$ cat config.mk
export PLATFORM = sky130hd
export DESIGN_NAME = pc_redirect_sequencer
export DESIGN_NICKNAME = d
export VERILOG_FILES = /design/src/rtl/pc_redirect_sequencer.sv
export SDC_FILE = /design/constraint.sdc
export NUM_CORES = 1
export LEC_CHECK = 0
export ABC_AREA = 1
export CORE_ASPECT_RATIO = 0.6
export CORE_MARGIN = 2
export CORE_UTILIZATION = 45
export CTS_CLUSTER_SIZE = 30
export DETAILED_ROUTE_END_ITERATION = 16
export GPL_ROUTABILITY_DRIVEN = 0
export MAX_ROUTING_LAYER = met4
export PLACE_DENSITY = 0.85
export SLEW_MARGIN = 20
export SYNTH_ARGS = -nofsm -noshare
export SYNTH_HDL_FRONTEND = slang
export SYNTH_SLANG_ARGS = --single-unit
$ cat constraint.sdc
create_clock -name clk -period 1.7 [get_ports clk]
set_input_delay 0.425 -clock clk [delete_from_list [all_inputs] [get_ports clk]]
set_output_delay 0.425 -clock clk [all_outputs]
set_load 0.05 [all_outputs]
$ cat src/rtl/pc_redirect_sequencer.sv
// pc_redirect_sequencer
//
// Multicycle sequencer for every non-sequential PC update. It accepts
// jump / beq / bne / jr / rte requests from the main control unit and runs
// exception entry: save EPC, read the vector byte, wait for memory, then load
// the handler address into the PC.
//
// Handshake: a request transfers on a rising edge where req_valid and
// req_ready are both high. req_ready is combinational and is high only in
// IDLE with no latched exception and no exc_valid, because exceptions always
// win over requests. While req_ready is low the control side must hold the
// request.
//
// Ports
//   clk           system clock, rising edge
//   reset         asynchronous, active-low reset
//   req_valid     redirect request from control
//   req_op        000 jump, 001 beq, 010 bne, 011 jr, 100 rte, others illegal
//   alu_zero      ALU zero flag, captured when the request transfers
//   req_ready     request transfers this edge if req_valid is high
//   exc_valid     exception raised
//   exc_code      00 invalid opcode, 01 overflow, 10 divide by zero, 11 as 00
//   PCsource      PC mux select: 000 jump, 001 EPC, 010 memory, 011 ALU_out
//   PCWrite       PC load enable
//   EPCWrite      EPC load enable
//   epc_alu_req   ALU asked to produce PC-4
//   exc_mem_read  read of the vector byte
//   exc_vec_addr  vector address 0xFD / 0xFE / 0xFF of the last exception
//   exc_pending   an exception is latched awaiting service
//   done          one-cycle pulse when a redirect completes
//   dbg_state     current state: 0 IDLE, 1 EXEC, 2 EXC_SAVE, 3 EXC_READ,
//                 4 EXC_WAIT, 5 EXC_LOAD
module pc_redirect_sequencer #(
  parameter int unsigned MEM_LATENCY = 2
) (
  input  logic       clk,
  input  logic       reset,
  input  logic       req_valid,
  input  logic [2:0] req_op,
  input  logic       alu_zero,
  output logic       req_ready,
  input  logic       exc_valid,
  input  logic [1:0] exc_code,
  output logic [2:0] PCsource,
  output logic       PCWrite,
  output logic       EPCWrite,
  output logic       epc_alu_req,
  output logic       exc_mem_read,
  output logic [7:0] exc_vec_addr,
  output logic       exc_pending,
  output logic       done,
  output logic [2:0] dbg_state
);

  typedef enum logic [2:0] {
    S_IDLE     = 3'd0,
    S_EXEC     = 3'd1,
    S_EXC_SAVE = 3'd2,
    S_EXC_READ = 3'd3,
    S_EXC_WAIT = 3'd4,
    S_EXC_LOAD = 3'd5
  } state_t;

  localparam logic [2:0] OP_JUMP = 3'b000;
  localparam logic [2:0] OP_BEQ  = 3'b001;
  localparam logic [2:0] OP_BNE  = 3'b010;
  localparam logic [2:0] OP_JR   = 3'b011;
  localparam logic [2:0] OP_RTE  = 3'b100;

  localparam logic [2:0] SRC_JUMP = 3'b000;
  localparam logic [2:0] SRC_EPC  = 3'b001;
  localparam logic [2:0] SRC_MEM  = 3'b010;
  localparam logic [2:0] SRC_ALU  = 3'b011;

  localparam logic [7:0] VEC_BASE = 8'hFD;

  // EXC_WAIT lasts MEM_LATENCY cycles: the counter is loaded with
  // MEM_LATENCY-1 in EXC_READ and the wait ends when it reads zero.
  localparam bit         HAS_WAIT  = (MEM_LATENCY != 0);
  localparam logic [3:0] WAIT_INIT = 4'((MEM_LATENCY == 0) ? 0 : MEM_LATENCY - 1);

  state_t     state;
  state_t     state_next;
  logic [2:0] op_q;
  logic       zero_q;
  logic       pend_q;
  logic [1:0] pend_code_q;
  logic [7:0] vec_q;
  logic [3:0] cnt_q;
  logic       op_legal;
  logic       take_pend;
  logic       take_exc;
  logic       take_req;

  // Code 11 is serviced like an invalid opcode.
  function automatic logic [7:0] vec_of(input logic [1:0] code);
    return (code == 2'b11) ? VEC_BASE : VEC_BASE + {6'd0, code};
  endfunction

  assign op_legal  = (op_q <= OP_RTE);
  assign take_pend = (state == S_IDLE) && pend_q;
  assign take_exc  = (state == S_IDLE) && !pend_q && exc_valid;
  assign take_req  = (state == S_IDLE) && !pend_q && !exc_valid && req_valid;

  // State register
  always_ff @(posedge clk or negedge reset) begin
    if (!reset) state <= S_IDLE;
    else        state <= state_next;
  end

  // Next-state logic
  always_comb begin
    state_next = state;
    unique case (state)
      S_IDLE: begin
        if (pend_q || exc_valid) state_next = S_EXC_SAVE;
        else if (req_valid)      state_next = S_EXEC;
      end
      // An illegal op turns into an invalid-opcode exception.
      S_EXEC:     state_next = op_legal ? S_IDLE : S_EXC_SAVE;
      S_EXC_SAVE: state_next = S_EXC_READ;
      S_EXC_READ: state_next = HAS_WAIT ? S_EXC_WAIT : S_EXC_LOAD;
      S_EXC_WAIT: if (cnt_q == 4'd0) state_next = S_EXC_LOAD;
      S_EXC_LOAD: state_next = S_IDLE;
      default:    state_next = S_IDLE;
    endcase
  end

  // Captured request, pending exception, vector address and wait counter
  always_ff @(posedge clk or negedge reset) begin
    if (!reset) begin
      op_q        <= OP_JUMP;
      zero_q      <= 1'b0;
      pend_q      <= 1'b0;
      pend_code_q <= 2'b00;
      vec_q       <= VEC_BASE;
      cnt_q       <= 4'd0;
    end else begin
      if (take_req) begin
        op_q   <= req_op;
        zero_q <= alu_zero;
      end

      if (take_pend) begin
        pend_q <= 1'b0;
        vec_q  <= vec_of(pend_code_q);
      end else if (take_exc) begin
        vec_q <= vec_of(exc_code);
      end

      // During a legal EXEC an exception is parked; the first one wins.
      // An illegal op already enters exception service, so exc_valid
      // arriving alongside it is dropped like any nested exception.
      if (state == S_EXEC) begin
        if (!op_legal) begin
          vec_q <= VEC_BASE;
        end else if (exc_valid && !pend_q) begin
          pend_q      <= 1'b1;
          pend_code_q <= exc_code;
        end
      end

      if (state == S_EXC_READ)                         cnt_q <= WAIT_INIT;
      else if (state == S_EXC_WAIT && cnt_q != 4'd0)   cnt_q <= cnt_q - 4'd1;
    end
  end

  // Output logic
  always_comb begin
    PCsource     = SRC_JUMP;
    PCWrite      = 1'b0;
    EPCWrite     = 1'b0;
    epc_alu_req  = 1'b0;
    exc_mem_read = 1'b0;
    done         = 1'b0;
    req_ready    = (state == S_IDLE) && !pend_q && !exc_valid;
    unique case (state)
      S_EXEC: begin
        if (op_legal) begin
          done = 1'b1;
          unique case (op_q)
            OP_JUMP: begin PCsource = SRC_JUMP; PCWrite = 1'b1;    end
            OP_BEQ:  begin PCsource = SRC_ALU;  PCWrite = zero_q;  end
            OP_BNE:  begin PCsource = SRC_ALU;  PCWrite = !zero_q; end
            OP_JR:   begin PCsource = SRC_ALU;  PCWrite = 1'b1;    end
            OP_RTE:  begin PCsource = SRC_EPC;  PCWrite = 1'b1;    end
            default: begin PCsource = SRC_JUMP; PCWrite = 1'b0;    end
          endcase
        end
      end
      S_EXC_SAVE: begin
        epc_alu_req = 1'b1;
        EPCWrite    = 1'b1;
      end
      S_EXC_READ: exc_mem_read = 1'b1;
      S_EXC_LOAD: begin
        PCsource = SRC_MEM;
        PCWrite  = 1'b1;
        done     = 1'b1;
      end
      default: ;
    endcase
  end

  assign exc_vec_addr = vec_q;
  assign exc_pending  = pend_q;
  assign dbg_state    = state;

endmodule

# Word level (Yosys, flattened, before mapping)
# Cells that the tools add are included.
[op_classes] add_sub_neg=3 order_cmp=1 eq_ne=13 muxes=27 n_reduce_logical=20
[op_table] operator="two-way mux 8 bit" count=6
[op_table] operator="one-hot mux 3 bit (5 select lines)" count=1
[op_table] operator="== test 3 x 2 -> 1 bit (second input constant)" count=4
[op_table] operator="== test 3 bit (second input constant)" count=3
[op_table] operator="two-way mux 3 bit" count=3
[op_table] operator="adder 3 x 3 -> 4 bit (first input constant)" count=2
[op_table] operator="two-way mux 1 bit" count=8
[op_table] operator="two-way mux 4 bit" count=2
[op_table] operator="logical AND 1 bit" count=7
[op_table] operator="== test 3 x 1 -> 1 bit (second input constant)" count=2
[op_table] operator="zero test 3 bit" count=2
[op_table] operator="one-hot mux 3 bit (2 select lines)" count=1
[op_table] operator="OR reduction 3 bit" count=2
[op_table] operator="== test 2 bit (second input constant)" count=2
[op_table] operator="zero test 4 bit" count=1
[op_table] operator="two-way mux 2 bit" count=2
[op_table] operator="one-hot mux 1 bit (2 select lines)" count=2
[op_table] operator="one-hot mux 2 bit (2 select lines)" count=1
[op_table] operator="nonzero test 4 bit" count=1
[op_table] operator="subtractor 4 x 1 -> 4 bit (second input constant)" count=1
[op_table] operator="<= comparator 3 bit (second input constant)" count=1
[op_table] operator="zero test 1 bit" count=3
[op_table] operator="!= test 3 x 2 -> 1 bit (second input constant)" count=1
[op_table] operator="one-hot mux 1 bit (3 select lines)" count=1
[op_table] operator="5 further kinds" count=5
[totals] ff_bits=22 in_bits=10 output_inout_bits=21 wordCells=71

# Depth between registers and ports, before layout
[logic_depth] depth_word=7 ltp_mapped=8

# Worst setup path after synthesis
# Ideal clock, no wire load.
[synth_timing] path_type="register -> output" start="reg state[1] (netlist: dbg_state[1])" end="out epc_alu_req" arrival_time_ns=2.388 path_slack_ns=-1.113 path_stages_with_launch=4 n_path_buf=1 cell_sequence="dfrtp_1 > inv_1 > nor3_1 > buf_4"
[synth_via] elab_chain_len=2
[synth_rtl] element="start, declared" line="82" rtl="state_t state;"
[synth_rtl] element="start signal, assigned" line="108" rtl="else state <= state_next;"
[synth_rtl] element="== test 3 x 2 -> 1 bit"
[synth_rtl] element="two-way mux 1 bit"
[synth_rtl] element="end, declared" line="47" rtl="output logic epc_alu_req,"
# Every way passes these cells.

# Final worst setup path
[layout_timing] start="reg state[1] (netlist: dbg_state[1])" end="out PCsource[0]"
[layout_via] elab_chain_len=2 elab_cells_between_ends=3
[layout_rtl] element="== test 3 bit or == test 3 x 1 -> 1 bit (tied branches)" line="177" rtl="unique case (state)"
[layout_rtl] element="one-hot mux 3 bit (2 select lines) *" line="177"
[layout_rtl] element="end, declared" line="44" rtl="output logic [2:0] PCsource,"
# Mark *: on every way between the ends. The rest lies on a longest branch, timed or not.

==> out/metrics.cfg <==
[worst_setup_path]
cp.required_ns = 1.27
criticalPathCategory = flop to output port
start_kind = flop
rr_startpoint = dbg_state[1]
end_kind = output port
worstSetupPathDepth = 6
critPathBufInv = 2
critPathSlowestCell = dfrtp_2
critPathTopFamily = flip-flops
rrSetupSlack_ns = 0.18
worst-r2r-cell-count = 8
worstPathCellList = inv_4, nand2_4, nor2_4, nand2_2, a21oi_4, buf_12
r2r-end = cnt_q[0]
crit_arrival_ns = 1.45
max_stage_delay_ns = 0.45
crit_fanout = 4

[placement]
dp_hpwl_mm = 2.433
portBuffers = 29
placed_cell_area_um2 = 1832
place_ws_ns = -0.05651

[die]
initial_core_util_pct = 47.77
ios = 31
rows = 14
die_h_um = 44.08
fp.dieW_um = 70.80
dieArea_um2 = 3121
coreArea_um2 = 2522

[yosys]
ys.warnings.count = 0
netlist.area_leader.share_pct = 31.15
synthFlopType = dfrtp_1
ys_seq_elements = 22
synth_cells = 146
post-synth-top-area-cell = dfrtp_1
synth_nets = 159
synth_edf_count = 0
synth_area_leaders = dfrtp_1 31%, dfstp_2 15%, nand2_1 11%
netlist_area_um2 = 1205
synth_cell_types = 26
syn_avg_cell_area_um2 = 8.253
ys_seq_area_share_pct = 46.42
ys_async_sr_fraction_pct = 100.0

[final_layout]
layout-drive-gt1-share_pct = 47.55
area_growth_pct = 75.60
nets = 218
n_antenna_cell = 0
stdcell_area_um2 = 2116
final_cell_mix = 34 x nand2_1, 22 x buf_4, 21 x inv_1, 20 x buf_12, 15 x nand3_1
final_common_cell = nand2_1

[global_routing]
grt-ovfl-total = 0
antenna_found_initial = 0
grt_max_degree = 23
grt_pass1_vias = 1268
grt_use_total_pct = 27.10
grt_first_pass_wirelength_mm = 6.030

[hold_path]
hold_class = flop to flop
whs_path_depth = 2
min_to = exc_vec_addr[6]
worstHoldStart = exc_vec_addr[6]

[power_and_ir_drop]
totalPowerFinal_uw = 4646
p_switching_uw = 2191
switching_share_pct = 47.15
p_clk_share_pct = 10.6
internal_power_uw = 2455
vdd_drop_max_v = 0.001486
pwr-share-comb_pct = 69.0
seqPwrFrac_pct = 20.4
p_per_area_nw_per_um2 = 2196
p_leak_uw = 0.001070

[cts]
cts_hold_buffers = 0
clock_path_buffers = 2
root_buffer = clkbuf_8
numCtsBuffers = 3
htree_levels = 1
cts_tree = yes
clk_pin_slew_ns = 0.08
clock-sinks = 22
clk_latency_ns = 0.27

[timing]
setup_viol = 7
maxSlewViolCount = 0
hold_violations = 0
fin_ws_ns = -0.1730
fmax_ghz = 0.5339
rsz0062_at_grt = true
fin_crit_ns = 1.873
skew_ns = 0.003289
final.setup.tns_ns = -0.6645
finalCritPeriodShare_pct = 110.2
timing.hold.ws_ns = 0.4776

[detailed_routing]
via_count = 1239
drt_wl_total_mm = 4.107
drc_errors = 0
highest_layer = met4
viasPerCell = 5.250
met2_length_mm = 1.968
wl_met1_mm = 1.585
drtIter0Drc = 92
ant_nets = 0
wl_met3_um = 378
first_pass_iters = 4
avgRoutedWirePerCell_um = 17.40

[flow_run]
drv_cap = 0

[run_status]
violations = negative setup slack
status = finished, violations left

power groups by stage:
stage	Clock, uW	Combinational, uW	Sequential (uW)
2_1_floorplan	0	1280	1120
4_1_cts	497	2970	911
6_report	493	3210	947
5_1_grt	518	3340	961
3_5_place_dp	0	2560	932
3_3_place_gp	0	2450	915
kinds of logic after synthesis:
kind of cell / after synthesis / synth area share [%]
AOI/OAI and AO/OA: 13 / 6.023
xor gates and xnor gates: 2 / 1.454
adders and majority gates: 3 / 3.116
buffers and inverters: 33 / 11.73
DFF: 22 / 46.42
other: 1 / 0.3112
and+or+nand+nor: 72 / 30.95
per-stage QoR:
step | util (%) | instances
finish | 83.88 | 236
global route | 83.88 | 236
CTS | 81.50 | 230
detailed placement | 72.62 | 213
global placement | 72.62 | 213
floorplan | - | 146
flip-flops by register name (all words and copies together) (netlist names):
| signal | count |
|---|---|
| zero_q | 1 |
| pend_code_q | 2 |
| exc_vec_addr | 8 |
| dbg_state | 3 |
| op_q | 3 |
| cnt_q | 4 |
| exc_pending | 1 |
cell type report:
cell class | count | area (um^2)
Clock buffer | 3 | 41.29
Tap cell | 32 | 40.04
Sequential cell | 22 | 565.5
Clock inverter | 1 | 30.03
Multi-Input combinational cell | 91 | 584.3
Timing Repair Buffer | 56 | 711.9
Fill cell | 117 | 406.6
Inverter | 31 | 142.6
worst max path at each step:
stage / slack, ns / to / startpoint
4_1_cts: -0.11 / PCWrite / op_q[1]
3_5_place_dp: -0.06 / req_ready / exc_valid
2_1_floorplan: -0.12 / epc_alu_req / dbg_state[1]
6_report: -0.17 / PCsource[0] / dbg_state[1]
5_1_grt: -0.19 / PCsource[0] / dbg_state[1]
3_3_place_gp: -0.05 / req_ready / exc_valid
tightest hold or removal path, delay by kind of cell, from the launching register on:
family | cells | cell delay [ns]
DFF | 1 | 0.39
buffers and inverters | 1 | 0.05
and+or+nand+nor | 1 | 0.04
layer usage:
| layer | global-route usage, % | vias up |
|---|---|---|
| li1 | - | 565 |
| met1 | 30.33 | 586 |
| met2 | 46.17 | 69 |
| met3 | 8.884 | 19 |
| met4 | 10.57 | 0 |
| met5 | - | - |
timing repair:
| item | 4_1_cts | 5_1_grt |
|---|---|---|
| endpoints found under the setup margin | 8 | 8 |
| buffers inserted | 13 | 6 |
| pin swaps | 8 | 7 |
| resized for setup | 18 | 6 |
synth_stat cells (2+ instances only):
cell type  count
inv_1         25
nand4_1        2
a21oi_1        5
xor2_1         2
nand3_1       16
ha_1           3
nand2_1       35
dfstp_2        7
buf_4          2
nor2_4         3
nand2_4        3
o21ai_0        2
nand2_2        2
dfrtp_1       15
o21ai_1        4
nor2_1         7
inv_2          4
Note: power is estimated with default switching activity, not from simulation.
==> RTL change, RTL diff (config.mk and constraints unchanged) <==
Make the reset (`reset`) synchronous in 2 clocked blocks. Comments in the files are not updated.
--- a/src/rtl/pc_redirect_sequencer.sv
+++ b/src/rtl/pc_redirect_sequencer.sv
@@ -105,3 +105,3 @@
   // State register
-  always_ff @(posedge clk or negedge reset) begin
+  always_ff @(posedge clk) begin
     if (!reset) state <= S_IDLE;
@@ -129,3 +129,3 @@
   // Captured request, pending exception, vector address and wait counter
-  always_ff @(posedge clk or negedge reset) begin
+  always_ff @(posedge clk) begin
     if (!reset) begin
Function: differs if reset is asserted again (counterexample within 4 cycles, from zero or initial values and one cycle with reset low); with reset held inactive, the same outputs for 10 cycles.
==> RTL change against the unedited design <==
Worst setup slack gained 0.15 ns. The flow still finishes with violations (negative setup slack). Register-to-register slack gained 0.22 ns. Wire length shrank 32%. Sequential cell count is the same. Critical path depth shrank 1. Via count shrank 6.1%. Synthesized area grew 0.10%. Design area shrank 15%.
Power is not compared: it rests on default switching activity, and its combinational part moved more than twofold at a synthesized area within 25%.
==> RTL change: results (changes against the unedited design) <==
- Syn Inst Count: 167 (was 146)
- Post-synthesis sequential area ratio: 0.3651 (was 0.4642)
- Drt total wl: 2797 µm (was 4107 µm)
- Status: finished with violations (unchanged)
- Drt initial violations: 71 (was 92)
- Area after DPL: 1685 µm² (was 1832 µm²)
- Syn. warnings: 0 (unchanged)
- First-pass GRT wire length: 4450 µm (was 6030 µm)
- Failing checks: negative setup slack (unchanged)
- Worst hold path class: reg -> reg (unchanged)
- CTS resizes: 7 (was 18)
- Post-Syn Nets: 180 (was 159)
- Layout cell share with drive strength beyond 1: 0.3756 (was 0.4755)
- Synth cell types: 28 (was 26)
- Synth async-reset ratio: 0 (was 1.000)
- Post-synthesis adder-cell area fraction: 0.03112 (was 0.03115)
- Vias in the first global route: 1039 (was 1268)
- I/O Buffers: 29 (unchanged)
- Crit path arrival time: 1.30 ns (was 1.45 ns)
- Final Net Count: 219 (was 218)
- Max IR drop VDD: 0.6104 mV
- Crit-path max cell delay: 0.36 ns (was 0.45 ns)
- Fillers: 202 (was 117)
- Synth Area in Compound Gates: 0.08402 (was 0.06023)
- Pin count of the biggest net entering global routing: 13 (was 23)
- Total GRT Usage: 0.1909 (was 0.2710)
- Non-filler cells, final: 237 (was 236)
- Final hold slack: 0.4362 ns (was 0.4776 ns)
- Post-synth EDFFs: 0 (unchanged)
- Final setup vio count: 1 (was 7)
- Main area contributors after synthesis: dfxtp_1 37%, nand2_1 12%, inv_1 7.2%, nor2_1 6.2%, nand3_1 5.8% (was dfrtp_1 31%, dfstp_2 15%, nand2_1 11%, inv_1 7.8%, nand3_1 6.6%)
- Worst-skew pair later-pin latency: 0.27 ns (about the same)
- Main flop type after synthesis: dfxtp_1 (was dfrtp_1)
- Detailed placement HPWL: 2066 µm (was 2433 µm)
- DP Worst Slack: -0.09258 ns (was -0.05651 ns)
- FF-to-FF setup slack: 0.40 ns (was 0.18 ns)
- Synth cell count leaders: 39 x nand2_1, 23 x inv_1, 22 x dfxtp_1 (was 35 x nand2_1, 25 x inv_1, 16 x nand3_1)
- Cells after DPL: 230 (was 213)
- Routed via count: 1163 (was 1239)
- Synth Area in XOR/XNOR: 0 (was 0.01454)
- P_sw: approximately 0.64 mW
- Setup bufs post-CTS: 1 (was 13)
- Worst setup margin: -0.02569 ns (was -0.1730 ns)
- Critical path fanouts, max: 3 (was 4)
- Clock Skews: 0.007794 ns (was 0.003289 ns)
- Synth top area share: 0.3651 (was 0.3115)
- Worst path slowest cell: dfxtp_2 (was dfrtp_2)
RTL change: changes by cell type after synthesis, sizes merged, moves of 4 or more:
cell   delta
nand2     +6
dfrtp    -15
o21ai     -6
nor2     +17
dfxtp    +22
dfstp     -7
a21oi     +4
RTL change: routing by layer:
metal	vias up	global-route usage	share of wire
met1	538	0.2366	0.44
met5	-	-	0
li1	587	-	-
met2	32	0.2935	0.48
met3	6	0.05239	0.064
met4	0	0.09057	0.017
RTL change: worst paths after layout:
| check | from | endpoint | cells after the start |
|---|---|---|---|
| max | op_q[0] | PCsource[0] | 5 |
| min | exc_vec_addr[4] | exc_vec_addr[4] | 2 |
| max reg2reg | cnt_q[0] | cnt_q[1] | 7 |
| min reg2reg | exc_vec_addr[4] | exc_vec_addr[4] | 2 |
RTL change: stage by stage:
| step | setup TNS, ns | utilization |
|---|---|---|
| global placement | -0.09638 | 0.6682 |
| floorplan | -0.006344 | - |
| detailed placement | -0.09258 | 0.6682 |
| finish | -0.02569 | 0.7128 |
| CTS | -0.06695 | 0.6935 |
| global route | -0.06997 | 0.7128 |
RTL change: cells by family (layout without fill, tap and decap cells):
family / count (synthesis) / after routing
AND/OR/NAND/NOR: 93 / 93
buffers and inverters: 33 / 71
flip-flops: 22 / 22
AO/OA/AOI/OAI: 15 / 15
adder cells (fa/ha/maj): 3 / 3
other: 1 / 1
RTL change: layout make-up:
cell class	instances	area [µm²]	share of cell area
tap	32	40.04	0.02227
multi-input combinational	112	689.4	0.3834
timing repair buffer	36	429.2	0.2387
clock buffer	4	45.04	0.02505
inverter	31	138.9	0.07724
sequential	22	455.4	0.2533
RTL change: worst max-delay path, delay by kind of cell (launching register included):
kind                   cells  cell delay [ns]
AO/OA/AOI/OAI              1             0.27
flip-flops                 1             0.36
AND/OR/NAND/NOR            2             0.17
buffers and inverters      2             0.23
